### src/rtl/pattern_encoder.sv
// pattern_encoder: serial pattern store, replayed 1..15 times on sig_out.
// Start/busy/done handshake; pattern rotates so it survives each replay.
module pattern_encoder #(
  parameter int N  = 1024,
  parameter int CW = 11
) (
  input  logic       clk,
  input  logic       rnot,
  input  logic       prgm,
  input  logic       prgm_en,
  input  logic       start,
  input  logic [3:0] burst,
  output logic       sig_out,
  output logic       sig_valid,
  output logic       busy,
  output logic       done,
  output logic       loaded
);

  typedef enum logic [1:0] {
    S_IDLE,
    S_SEND,
    S_DONE
  } st_t;

  localparam logic [CW-1:0] NC   = CW'(N);
  localparam logic [CW-1:0] LAST = CW'(N - 1);

  st_t           st;
  st_t           st_nx;
  logic [N-1:0]  pat;
  logic [CW-1:0] ld_cnt;
  logic [CW-1:0] bit_cnt;
  logic [3:0]    reps;

  logic do_load;
  logic accept;
  logic sending;
  logic last;
  logic more;

  assign do_load = (st == S_IDLE) && prgm_en;
  assign accept  = (st == S_IDLE) && start
                && !prgm_en && loaded;
  assign sending = (st == S_SEND);
  assign last    = sending && (bit_cnt == LAST);
  assign more    = (reps > 4'd1);

  always_comb begin
    st_nx = st;
    unique case (st)
      S_IDLE:  if (accept) st_nx = S_SEND;
      S_SEND:  if (last && !more) st_nx = S_DONE;
      S_DONE:  st_nx = S_IDLE;
      default: st_nx = S_IDLE;
    endcase
  end

  assign sig_valid = sending;
  assign sig_out   = sending && pat[N-1];
  assign busy      = sending;
  assign done      = (st == S_DONE);

  always_ff @(posedge clk or negedge rnot) begin
    if (!rnot) begin
      st      <= S_IDLE;
      pat     <= '0;
      ld_cnt  <= '0;
      loaded  <= 1'b0;
      bit_cnt <= '0;
      reps    <= '0;
    end else begin
      st <= st_nx;
      unique case (1'b1)
        do_load: begin
          pat <= {pat[N-2:0], prgm};
          if (ld_cnt != NC)
            ld_cnt <= ld_cnt + CW'(1);
          loaded <= (ld_cnt >= LAST);
        end
        accept: begin
          reps    <= (burst == 4'd0) ? 4'd1 : burst;
          bit_cnt <= '0;
        end
        sending: begin
          pat <= {pat[N-2:0], pat[N-1]};
          if (last) begin
            bit_cnt <= '0;
            if (more)
              reps <= reps - 4'd1;
          end else begin
            bit_cnt <= bit_cnt + CW'(1);
          end
        end
        default: ;
      endcase
    end
  end

endmodule

### config.mk
export PLATFORM = sky130hd
export DESIGN_NAME = pattern_encoder
export DESIGN_NICKNAME = d
export VERILOG_FILES = /design/src/rtl/pattern_encoder.sv
export SDC_FILE = /design/constraint.sdc
export NUM_CORES = 2
export LEC_CHECK = 0
export CORE_ASPECT_RATIO = 1.5
export CORE_UTILIZATION = 45
export CTS_CLUSTER_DIAMETER = 100
export CTS_CLUSTER_SIZE = 20
export DETAILED_ROUTE_END_ITERATION = 10
export GPL_TIMING_DRIVEN = 1
export MAX_ROUTING_LAYER = met4
export PLACE_DENSITY = 0.59
export SLEW_MARGIN = 20
export SYNTH_ARGS = -nofsm -noshare
export SYNTH_HDL_FRONTEND = slang
export SYNTH_SLANG_ARGS = --single-unit
### constraint.sdc
create_clock -name clk -period 1.95 [get_ports clk]
set_input_delay 0.4875 -clock clk [delete_from_list [all_inputs] [get_ports clk]]
set_output_delay 0.4875 -clock clk [all_outputs]
set_load 0.03 [all_outputs]
# After elaboration in Yosys (flattened, before gate mapping)
# Index checks and enable logic that the tools add are counted.
# Widths: inputs -> output; s select.
[op_classes]
magnitude_cmp = 2
reduce_logical = 16
muxes = 10
add_sub_neg = 3
eq_ne = 8
[ops]
columns = ["cell", "count"]
rows = [
  ["$pmux 1024 s2", 1],
  ["$add 11x1->11 const B", 2],
  ["$pmux 11 s2", 1],
  ["$mux 4", 3],
  ["$eq 11x10->1 const B", 1],
  ["$ge 11x10->1 const B", 1],
  ["$mux 11", 1],
  ["$ne 11x11->1 const B", 1],
  ["$pmux 4 s2", 1],
  ["$logic_and 1x1->1", 7],
  ["$ne 2x1->1 const B", 3],
  ["$gt 4x1->1 const B", 1],
  ["$logic_not 4->1", 1],
  ["$mux 2", 2],
  ["$pmux 2 s2", 1],
  ["$reduce_and 2->1", 2],
  ["$reduce_bool 2->1", 2],
  ["$sub 4x1->4 const B", 1],
  ["$reduce_and 3->1", 1],
  ["$eq 2x1->1 const B", 1],
  ["$eq 2x2->1 const B", 1],
  ["$logic_not 1->1", 2],
  ["$logic_not 2->1", 1],
  ["$ne 2x2->1 const B", 1],
]
[totals]
input_bits = 9
reg_bits = 1053
out_inout_bits = 5

# Logic depth before layout (Yosys ltp)
[logic_depth]
depth_word = 6
ltp_mapped = 8
mapped_depth_nobuf = 6

# Worst setup path after synthesis
# OpenSTA, ideal clock, no wires.
[synth_path]
path_type = "register to output"
start = "register st[1]"
end = "output sig_out"
path_stages_with_launch = 5
arrival_time_ns = 1.231
path_buffers = 1
slack_ns = 0.231
cell_sequence = "dfrtp_1 > nand2b_1 > buf_6 > inv_2 > and2_1"
[synth_between]
elab_chain_cells = 2
[synth_lines]
columns = ["item", "line", "source"]
rows = [
  ["from (decl)", "29", "st_t st;"],
  ["from (signal assigned)", "73", "st <= st_nx;"],
  ["$eq 2x1->1", "45", "assign sending = (st == S_SEND);"],
  ["via busy", "15", "output logic busy,"],
  ["$logic_and 1x1->1", "60", "assign sig_out = sending && pat[N-1];"],
  ["to (decl)", "13", "output logic sig_out,"],
]
# The timed path passes the listed nets, and every way through them passes these cells.

# Worst setup path in the final report
[layout_path]
start = "register st[1]"
end = "output sig_out"
[layout_between]
elab_chain_cells = 2
[layout_lines]
columns = ["item", "line"]
rows = [
  ["$eq 2x1->1", "45"],
  ["$logic_and 1x1->1", "60"],
]
# Every way passes these cells.

==> run_results.csv <==
group,metric,value,unit
critical_path,endpoint_kind,"primary output",
synth,syn_inst,2327,
final_layout,drive_gt1_frac,0.5164,
synth,syn_nets,2341,
placed_design,hpwl,32040,um
clock_tree,cts.htree.levels,2,
floorplan,rows,133,
grt,grt_pass1_vias,20216,
grt,grt_use_total,0.1264,
placed_design,dpl_cell_area,41590,um2
floorplan,start_util,0.4529,
route,drc,0,
route,vias_per_cell,5.082,
critical_path,reg2reg_slack,-0.09,ns
synth,syn_area_per_cell,17.04,um2
sta,fin_skew,0.03541,ns
route,ant_nets,0,
critical_path,cp-start-kind,"flop",
final_layout,multiInputGateArea,12360,um2
sta,tightestPinTransition,0.4841,ns
floorplan,ios,14,
critical_path,critPathArrivalTime,1.57,ns
synth,yosysSeqAreaShare,0.6647,
floorplan,die-width,244.3,um
grt,antenna_found_initial,0,
route,first_iter_violations,540,
clock_tree,insertion_delay,0.66,ns
floorplan,core,87530,um2
critical_path,slowest_stage,"dfrtp_2",
clock_tree,cts.sinks,1053,
clock_tree,clkTransAtPathRegs,0.09,ns
placed_design,place.gp.congestion,0.6928,
synth,synth_cell_types,48,
synth,synth_top_area_share,0.6647,
clock_tree,cts_made_buffers,58,
sta,maxSlewHeadroom,0.6773,
route,routedWlPerCell,15.21,um
route,wl,54430,um
final_layout,seq_area,26350,um2
grt,grt_max_degree,92,
final_layout,instances_no_fill,3579,
pwr,leakage,22.22,nW
final_layout,diodes,0,
placed_design,dp.cells,3475,
route,vias,18187,
placed_design,portBuffers,13,
flow_run,drv_cap,0,
hold_path,hp-class,"primary input to async pin",
grt,grt_first_pass_wirelength,93900,um
run_status,status,"complete, but fails checks",
floorplan,die_h,365.5,um
clock_tree,cts_root_buffer,"clkbuf_16",
critical_path,critPathKind,"flop to primary output",
grt,grt.overflow.total,0,
synth,synth_edf_count,0,
synth,async_reset_ff_frac,1.000,
sta,slew_viol_final,0,
sta,finalCriticalPeriod,2.057,ns
critical_path,required,1.46,ns
route,dr.pass1.iters,4,
sta,finalSetupViolations,481,
final_layout,fin_nets,2444,
synth,synthesis.area,39640,um2
sta,final.period_utilization,1.055,
clock_tree,cts_tree,"yes",
synth,synth_top_area_cell,"dfrtp_1",
pwr,irDropWorstVdd,0.0007199,V
synth,synth_warnings,0,
sta,grt_setup_unrepaired,"yes",
critical_path,cp_max_fo,4,
final_layout,final_area,44080,um2
pwr,totalPowerFinal,35.09,mW
pwr,powerDensity,796.2,nW/um2
synth,ys.flop_type,"dfrtp_1",
sta,setup_ws,-0.1066,ns
final_layout,fillCellCount,7359,
floorplan,dieArea,89310,um2
synth,synth-seq-cells,1053,
critical_path,cpPeakStageDelay,0.41,ns
run_status,violations,"negative setup slack",
clock_tree,cts_max_path_buffers,3,
sta,fmax,486.2,MHz
final_layout,areaGrowthSynthToFinish,11.19,%
sta,hold_violations,0,
synth,synth_area_leaders,"dfrtp_1 (66%), mux2_2 (29%), buf_6 (1.3%), buf_2 (0.82%), buf_4 (0.17%)",
sta,finalSetupTns,-18.93,ns
critical_path,path_cells,"nand2b_4, inv_6, and2_4, buf_6",
-- routing by layer --
layer  track usage  up-vias  routed length (um)
met3       0.01949       84                1295
met4       0.03713        0                1219
li1              -     8326                   -
met2        0.2255       92               29080
met1        0.1465     9685               22840
met5             -        -                   0
-- area by class of cell --
cell class	count	share of cell area
inverters	9	0.0008800
clock inverters	3	0.0008516
clock buffers	59	0.03350
repair buffers	165	0.05393
multi-input cells	1143	0.2804
well taps	1147	0.03256
flip-flops and latches	1053	0.5979
-- power by group --
| part | total (mW) | switching (mW) | internal [mW] |
|---|---|---|---|
| sequential | 22.2 | 0.182 | 22.0 |
| combinational | 0.961 | 0.639 | 0.322 |
| clock | 12.0 | 6.58 | 5.39 |
-- per-stage QoR --
stage / utilization / hold slack (ns) / setup slack (ns)
3_3_place_gp: 0.4752 / 0.3877 / -0.3717
3_5_place_dp: 0.4752 / 0.3907 / -0.3992
4_1_cts: 0.4931 / 0.2597 / -0.1959
2_1_floorplan: - / 0.1919 / 0.2312
5_1_grt: 0.5036 / 0.2806 / -0.1947
6_report: 0.5036 / 0.3171 / -0.1066
-- worst max-delay path, delay by kind of cell, from the launching register on --
family / cells / cell delay (ns)
DFF: 1 / 0.41
and+or+nand+nor: 2 / 0.30
buffers and inverters: 2 / 0.20
-- layout by cell type, fill, tap and decap left out, types with 2 or more instances in the layout --
cell and count:
nand4_1 7, o21ai_0 8, nand2_1 12, clkbuf_16 77, buf_6 22, buf_12 42, and4_1 3, dfrtp_2 2
and3_1 2, mux2i_1 2, and3b_1 2, xnor2_1 6, buf_16 8, nor3_1 7, buf_8 5, nor2_1 11
buf_4 61, or3_1 3, inv_1 8, inv_6 3, o22ai_1 2, clkdlybuf4s50_1 7, o2bb2ai_1 3, nand3_1 9
ha_1 5, a21oi_1 7, xor2_1 4, dfrtp_1 1051, o31ai_1 2, mux2_2 1025
-- what timing repair did --
item                                   CTS  global route
pin swaps                                2             1
hold buffers                             1             0
setup endpoints to repair                5           173
gates resized for setup                 19            59
buffers inserted                         4            16
gates cloned                             0            21
endpoints found under the hold margin   13             0
-- synth_stat cells, types with 3 or more instances --
| master | instances |
|---|---|
| nor2_1 | 11 |
| ha_1 | 5 |
| buf_6 | 47 |
| or3_1 | 3 |
| buf_4 | 9 |
| o2bb2ai_1 | 3 |
| o21ai_0 | 8 |
| and4_1 | 3 |
| nor3_1 | 7 |
| a21oi_1 | 7 |
| xor2_1 | 4 |
| mux2_2 | 1025 |
| nand3_1 | 9 |
| inv_1 | 8 |
| nand4_1 | 7 |
| buf_2 | 65 |
| nand2_1 | 12 |
| xnor2_1 | 6 |
| dfrtp_1 | 1053 |
-- cells by family after synthesis --
family                     count (synthesis)  share of synthesized area
AOI/OAI and AO/OA                         35                   0.006313
buffers and inverters                    131                    0.02421
muxes                                   1027                     0.2917
DFF                                     1053                     0.6647
and+or+nand+nor                           66                   0.009311
xor gates and xnor gates                  10                   0.002209
adders and majority gates                  5                   0.001578
-- flip-flops by register name, indices dropped and copies added (netlist names) --
name / cells
bit_cnt: 11
ld_cnt: 11
loaded: 1
pat: 1024
reps: 4
st: 2
-- path summary, 6_finish.rpt --
path,from,depth (start not counted),to
setup / recovery,st[1]$_DFFE_PN0P_,4,sig_out
hold / removal,rnot,2,pat[645]$_DFFE_PN0P_
setup reg to reg,st[0]$_DFFE_PN0P_,7,pat[944]$_DFFE_PN0P_
hold reg to reg,pat[385]$_DFFE_PN0P_,1,pat[386]$_DFFE_PN0P_
max in group asynchronous,rnot,5,pat[853]$_DFFE_PN0P_
min in group clk,burst[3],3,reps[3]$_DFFE_PN0P_
Note: power is estimated with default switching activity, not from simulation.
